==> config.mk <==
export PLATFORM = sky130hd
export DESIGN_NAME = clkdiv_mode_ctrl
export DESIGN_NICKNAME = d
export VERILOG_FILES = /design/src/rtl/clkdiv_mode_ctrl.sv
export SDC_FILE = /design/constraint.sdc
export NUM_CORES = 1
export LEC_CHECK = 0
export ABC_CLOCK_PERIOD_IN_PS = 3900
export CORE_AREA = 2 2 64 66
export DETAILED_ROUTE_END_ITERATION = 6
export DIE_AREA = 0 0 66 68
export PLACE_DENSITY = 0.66
export SYNTH_ARGS = -nofsm -noshare
export SYNTH_HDL_FRONTEND = slang
export SYNTH_SLANG_ARGS = --single-unit
==> constraint.sdc <==
create_clock -name clk_i -period 3.9 [get_ports clk_i]
set_input_delay 0.78 -clock clk_i [delete_from_list [all_inputs] [get_ports clk_i]]
set_output_delay 0.78 -clock clk_i [all_outputs]
set_load 0.02 [all_outputs]
==> src/rtl/clkdiv_mode_ctrl.sv <==
// clkdiv_mode_ctrl
//   Sequencing controller for the 2-bit-controlled clock divider. Owns the
//   divider's ratio select and synchronous reset, accepts mode-change
//   requests and can step through all four ratios automatically. A ratio
//   change always waits for a falling edge of the divider output, then
//   applies the new ratio with a one-cycle divider reset and waits for the
//   first rising edge to confirm lock.
//
// Parameters
//   DWELL_W      width of the auto-mode dwell count
//   TMO          cycles allowed for an expected div_q edge
// Ports
//   clk_i        system clock, rising edge
//   reset_i      synchronous, active-high reset
//   req_i        mode-change request, sampled only while ready_o=1
//   sel_in_i     requested mode, sampled with req_i
//   auto_en_i    enable automatic mode stepping while running
//   dwell_i      div_q rising edges per mode in auto (0 behaves as 1)
//   div_q_i      divider output
//   control_o    divider ratio select (registered)
//   div_reset_o  divider synchronous reset (registered)
//   ready_o      high only while running in a locked mode
//   done_o       one-cycle pulse when a mode locks / same-mode request
//   mode_o       last locked mode
//   err_o        sticky lock-failure flag, cleared only by reset_i
module clkdiv_mode_ctrl #(
  parameter int DWELL_W = 8,
  parameter int TMO     = 32
) (
  input  logic               clk_i,
  input  logic               reset_i,
  input  logic               req_i,
  input  logic [1:0]         sel_in_i,
  input  logic               auto_en_i,
  input  logic [DWELL_W-1:0] dwell_i,
  input  logic               div_q_i,
  output logic [1:0]         control_o,
  output logic               div_reset_o,
  output logic               ready_o,
  output logic               done_o,
  output logic [1:0]         mode_o,
  output logic               err_o
);

  localparam int TW = (TMO > 2) ? $clog2(TMO) : 1;
  localparam logic [TW-1:0] TLAST = TW'(TMO - 1);

  typedef enum logic [1:0] {APPLY, SETTLE, RUN, WAIT_EDGE} state_e;

  state_e             st_q;
  logic [1:0]         pending_q;
  logic [1:0]         control_q;
  logic [1:0]         mode_q;
  logic               div_reset_q;
  logic               ready_q;
  logic               done_q;
  logic               err_q;
  logic               q_prev_q;
  logic [DWELL_W-1:0] ecnt_q;
  logic [TW-1:0]      tcnt_q;

  logic               rise;
  logic               fall;
  logic               tmo_hit;
  logic [DWELL_W:0]   ecnt_d;
  logic               dwell_hit;

  assign rise    = div_q_i & ~q_prev_q;
  assign fall    = ~div_q_i & q_prev_q;
  assign tmo_hit = (tcnt_q == TLAST);
  assign ecnt_d  = {1'b0, ecnt_q} + 1'b1;
  // ecnt_d is at least 1, so a dwell of 0 naturally behaves as 1.
  assign dwell_hit = (ecnt_d >= {1'b0, dwell_i});

  always_ff @(posedge clk_i) begin
    if (reset_i) begin
      st_q        <= APPLY;
      pending_q   <= 2'd0;
      control_q   <= 2'd0;
      mode_q      <= 2'd0;
      div_reset_q <= 1'b1;
      ready_q     <= 1'b0;
      done_q      <= 1'b0;
      err_q       <= 1'b0;
      q_prev_q    <= 1'b0;
      ecnt_q      <= '0;
      tcnt_q      <= '0;
    end else begin
      q_prev_q <= div_q_i;
      done_q   <= 1'b0;
      unique case (st_q)
        APPLY: begin
          div_reset_q <= 1'b0;
          tcnt_q      <= '0;
          st_q        <= SETTLE;
        end
        SETTLE: begin
          if (rise) begin
            st_q    <= RUN;
            ready_q <= 1'b1;
            done_q  <= 1'b1;
            mode_q  <= pending_q;
            ecnt_q  <= '0;
          end else if (tmo_hit) begin
            // Divider never came up: flag it and retry the same ratio.
            err_q       <= 1'b1;
            st_q        <= APPLY;
            div_reset_q <= 1'b1;
            control_q   <= pending_q;
          end else begin
            tcnt_q <= tcnt_q + 1'b1;
          end
        end
        RUN: begin
          if (req_i) begin
            if (sel_in_i != mode_q) begin
              pending_q <= sel_in_i;
              st_q      <= WAIT_EDGE;
              ready_q   <= 1'b0;
              tcnt_q    <= '0;
            end else begin
              done_q <= 1'b1;
            end
          end else if (auto_en_i && rise) begin
            if (dwell_hit) begin
              pending_q <= mode_q + 2'd1;
              st_q      <= WAIT_EDGE;
              ready_q   <= 1'b0;
              tcnt_q    <= '0;
            end else begin
              ecnt_q <= ecnt_d[DWELL_W-1:0];
            end
          end
        end
        WAIT_EDGE: begin
          // Let the current high phase finish before resetting the divider.
          if (fall || tmo_hit) begin
            st_q        <= APPLY;
            div_reset_q <= 1'b1;
            control_q   <= pending_q;
          end else begin
            tcnt_q <= tcnt_q + 1'b1;
          end
        end
      endcase
    end
  end

  assign control_o   = control_q;
  assign div_reset_o = div_reset_q;
  assign ready_o     = ready_q;
  assign done_o      = done_q;
  assign mode_o      = mode_q;
  assign err_o       = err_q;

endmodule

; ---- Word level (Yosys, flattened, before mapping)
; Index checks and enable logic that the tools add are counted.
[classes]
addsub = 3
n_lt_le_gt_ge = 1
eq_ne = 19
mux = 43
n_bitwise = 5
reduce_logical = 17
[ops]
columns = operator, count
row1 = $mux W5, 7
row2 = $mux W8, 4
row3 = $mux W2, 14
row4 = $pmux W5 S4, 1
row5 = $ne A2 B2 Y1 const B, 9
row6 = $pmux W8 S2, 1
row7 = $reduce_and A5 Y1, 3
row8 = $ne A3 B3 Y1 const B, 4
row9 = $reduce_and A4 Y1, 3
row10 = $mux W1, 11
row11 = $add A8 B1 Y9 const B, 1
row12 = $ge A9 B8 Y1, 1
row13 = $pmux W2 S4, 1
row14 = $reduce_bool A2 Y1, 4
row15 = $reduce_and A6 Y1, 1
row16 = $add A5 B1 Y5 const B, 1
row17 = $eq A5 B5 Y1 const B, 1
row18 = $eq A2 B2 Y1 const B, 2
row19 = $pmux W1 S2, 2
row20 = $pmux W2 S2, 1
row21 = $not A1 Y1, 3
row22 = $pmux W1 S3, 1
row23 = $reduce_and A3 Y1, 1
row24 = $reduce_bool A3 Y1, 1
row25 = 9 further kinds, 10
[totals]
reg_bits = 26
inputBits = 15
output_inout_bits = 8
elab_cells = 99

; ---- Longest topological paths before layout
[depth]
word_depth = 6
depth_mapped = 13
depth_no_buf = 12

; ---- Worst setup path before layout
; Ideal clock, no wire load.
[synth_timing]
path_type = register to register
start = register ecnt_q[2]
end = register tcnt_q[2]
setup_ns = 0.117
arrival_time_ns = 2.739
required_time_ns = 3.783
setup_slack_ns = 1.043
path_stages_with_launch = 11
cell_sequence = dfxtp_1 > nand3_1 > nor2_1 > and3_1 > xor2_1 > ha_1 > nand3_1 > a211o_1 > a311oi_1 > o21ai_0 > a32o_1
[synth_via]
elab_chain_cells = 4
[synth_lines]
columns = item, line
row1 = from (decl), 59  ; logic [DWELL_W-1:0] ecnt_q;
row2 = from (signal assigned), 131  ; ecnt_q <= ecnt_d[DWELL_W-1:0];
row3 = $add A8 B1 Y9, 71  ; assign ecnt_d = {1'b0, ecnt_q} + 1'b1;
row4 = $ge A9 B8 Y1, 73  ; assign dwell_hit = (ecnt_d >= {1'b0, dwell_i});
row5 = $ne A3 B3 Y1 (no source line), --
row6 = $reduce_and A6 Y1 (no source line), --
row7 = to (signal assigned), 111  ; tcnt_q <= tcnt_q + 1'b1;
row8 = to (signal assigned), 142  ; tcnt_q <= tcnt_q + 1'b1;
row9 = to (decl), 60  ; logic [TW-1:0] tcnt_q;
; Every way passes these cells.
; A chain may end at the register's enable or synchronous reset.

; ---- Worst setup path after layout
; Same ends and word-level chain as after synthesis.

==> results.sh <==
export IMPL_status="completed"
export IMPL_slew_violations=0
export IMPL_fillers=400
export IMPL_clockBufferDepth=2
export IMPL_path_cells="nand3_1, nor2_1, and3_1, xor2_1, ha_1, nand3_1, a211o_1, a311oi_1, o21ai_0, a32o_1"
export IMPL_num_vias=1509
export IMPL_syn_area_um2=1667
export IMPL_ys_top_cells_by_area="dfxtp_1, ha_1, nand2_1"
export IMPL_path_max_fanout=7
export IMPL_min_path_type="reg -> reg"
export IMPL_holdPathEnd="tcnt_q[4]$_SDFFE_PP0P_"
export IMPL_synth_edff_count=0
export IMPL_remaining_drc_errors=0
export IMPL_gr_usage_all_layers_pct=17.20
export IMPL_vdd_ir_drop_max_mv=0.1431
export IMPL_worst_ep_required_time_ps=4070
export IMPL_setup_viol=0
export IMPL_r2r_end="tcnt_q[2]$_SDFFE_PP0P_"
export IMPL_cts_buffers=3
export IMPL_cap_violations=0
export IMPL_crit_path_end_kind="register"
export IMPL_place_hpwl_mm=2.770
export IMPL_layout_drive_gt1_share_pct=4.018
export IMPL_synth_top_cell_area_share_pct=31.23
export IMPL_groute_layer_met1_usage_pct=21.23
export IMPL_p_int_uw=469.0
export IMPL_die_h_um=68
export IMPL_insertedDiodeCount=0
export IMPL_p_leak_nw=0.8191
export IMPL_postSynth_asyncResetShare_pct=0
export IMPL_cpMaxStageDelayCell="a311oi_1"
export IMPL_grt_max_degree=26
export IMPL_ctsHoldBuffers=0
export IMPL_tns_ps=0
export IMPL_vias_per_cell=5.507
export IMPL_root_buffer="clkbuf_8"
export IMPL_layout_common_cells="dfxtp_1, nand2_1, clkdlybuf4s50_1"
export IMPL_finalClockSkew_ps=5.620
export IMPL_cts_tree="done"
export IMPL_total_power_uw=634.5
export IMPL_core_um2=3856
export IMPL_ys_types=40
export IMPL_rsz0062_at_grt="false"
export IMPL_switchingPower_uw=165.5
export IMPL_relSlewSlack_pct=54.17
export IMPL_ys_seq_area_share_pct=31.23
export IMPL_drt_iter0_markers=58
export IMPL_clockPowerShare_pct=35.4
export IMPL_syn_avg_cell_area_um2=8.210
export IMPL_grt_busiest_layer="met2"
export IMPL_post_cts_resized=0
export IMPL_wire_per_inst_um=13.39
export IMPL_min_path_cells=2
export IMPL_io_buffer_count=22
export IMPL_worst_pin_slew_ps=682.9
export IMPL_synth_seq_cells=26
export IMPL_syn_to_final_growth_pct=20.50
export IMPL_dr_pass1_iters=4
export IMPL_antenna_left=0
export IMPL_power_frac_comb_pct=19.9
export IMPL_num_io_pins=23
export IMPL_yosys_warnings=0
export IMPL_routed_wl_mm=3.668
export IMPL_synthesis_nets=233
export IMPL_clk_pin_slew_ps=90
export IMPL_use_met2_pct=31.82
export IMPL_p_per_area_nw_per_um2=316.0
export IMPL_clk_latency_ps=270
export IMPL_htreeDepth=1
export IMPL_grt_pass1_wl_mm=6.127
export IMPL_p_seq_share_pct=44.7
export IMPL_startpoint_type="register"
export IMPL_fin_crit_ps=3299
export IMPL_slowest_delay_ps=660
export IMPL_grt_use_met3_pct=1.809
export IMPL_std_cell_rows=23
export IMPL_hp_start="tcnt_q[4]$_SDFFE_PP0P_"
export IMPL_die_w_um=66
export IMPL_postCtsSetupBuffers=0
export IMPL_rrSetupSlack_ps=600
export IMPL_ff2ff_path_depth=10
export IMPL_reg2reg_from="ecnt_q[2]$_SDFFE_PP0P_"
export IMPL_critical_path_class="reg -> reg"
export IMPL_yosysTopAreaCell="dfxtp_1"
export IMPL_final_nets=255
export IMPL_crit_path_frequent_cell="nand3_1"
export IMPL_netlist_instances=203
export IMPL_mostFrequentLayoutCell="dfxtp_1"
export IMPL_ys_flop_type="dfxtp_1"
export IMPL_hold_viol_final=0
export IMPL_p_sw_share_pct=26.09
export IMPL_cts_sinks=26
export IMPL_max_freq_mhz=303.1
export IMPL_cp_arrival_ps=3470
export IMPL_overflow=0
export IMPL_finalCritPeriodShare_pct=84.60
export IMPL_antenna_found_initial=0
export IMPL_gp_congestion=0.8226
export IMPL_grt_pass1_vias=1443
export IMPL_dieArea_um2=4488
export IMPL_start_util_pct=43.22
==> cell families after synthesis <==
logic type | synth area share, %
and+or+nand+nor | 23.57
AOI/OAI and AO/OA | 21.17
DFF | 31.23
buffers and inverters | 5.029
adders and majority gates | 11.26
xor gates and xnor gates | 4.730
muxes | 3.003
==> through the flow <==
| stage | util [%] | hold WS [ps] | cells | setup WS (ps) | area [um2] |
|---|---|---|---|---|---|
| floorplan | - | 436.2 | 203 | 1043 | 1667 |
| CTS | 52.08 | 465.8 | 274 | 574.5 | 2008 |
| finish | 52.08 | 463.0 | 274 | 600.6 | 2008 |
| global placement | 50.23 | 449.0 | 270 | 630.7 | 1937 |
| detailed placement | 50.23 | 452.8 | 270 | 567.8 | 1937 |
| global route | 52.08 | 502.5 | 274 | 220.8 | 2008 |
==> Yosys cell counts, types with 3 or more instances <==
cell,count
dfxtp_1,26
nand2_1,22
ha_1,15
o21ai_0,15
a21oi_1,14
inv_1,14
nor2_1,13
nand3_1,12
and3_1,6
clkbuf_1,6
xnor2_1,6
mux2i_1,5
nand3b_1,4
nor2b_1,4
a21o_1,3
a31oi_1,3
o221ai_1,3
or4_1,3
xor2_1,3
==> state kept, by name (all words and copies together), names as in the netlist, named ones only <==
name	flops
div_reset_o	1
tcnt_q	5
q_prev_q	1
ready_o	1
mode_o	2
ecnt_q	8
control_o	2
done_o	1
err_o	1
pending_q	2
st_q	1
==> worst max-delay path, delay by kind of cell (launching register included) <==
family | cells | cell delay [ps]
adders and majority gates | 1 | 300
AOI/OAI and AO/OA | 4 | 1540
xor gates and xnor gates | 1 | 90
and+or+nand+nor | 4 | 790
DFF | 1 | 470
==> how the worst max path moves through the flow <==
stage,from,endpoint,slack (ps)
floorplan,ecnt_q[2]$_SDFFE_PP0P_,tcnt_q[2]$_SDFFE_PP0P_,1040
global placement,dwell_i[7],tcnt_q[2]$_SDFFE_PP0P_,630
finish,ecnt_q[2]$_SDFFE_PP0P_,tcnt_q[2]$_SDFFE_PP0P_,600
CTS,ecnt_q[2]$_SDFFE_PP0P_,tcnt_q[2]$_SDFFE_PP0P_,570
detailed placement,dwell_i[6],tcnt_q[2]$_SDFFE_PP0P_,570
global route,ecnt_q[2]$_SDFFE_PP0P_,tcnt_q[2]$_SDFFE_PP0P_,220
==> routing by layer <==
metal	share of wire (%)	wire length, um	vias to the layer above
met2	46	1688	37
met1	48	1772	692
li1	-	-	773
met3	4.1	152	7
met4	1.5	54	0
met5	0	0	-
==> power groups by stage <==
| stage | clock network [mW] | logic [mW] | registers, mW |
|---|---|---|---|
| floorplan | 0 | 0.0753 | 0.294 |
| global placement | 0 | 0.125 | 0.290 |
| detailed placement | 0 | 0.126 | 0.290 |
| CTS | 0.230 | 0.127 | 0.284 |
| global route | 0.237 | 0.141 | 0.285 |
| finish | 0.225 | 0.126 | 0.284 |
==> final cells by class <==
class                   instances  area, um2  share of cell area [%]
clock inverters                 1      30.03                   1.495
repair buffers                 24      235.2                   11.71
multi-input cells             155       1062                   52.90
clock buffers                   3      41.29                   2.056
well taps                      50      62.56                   3.115
inverters                      15      56.30                   2.804
flip-flops and latches         26      520.5                   25.92
Power figures use the tool's default switching activity.
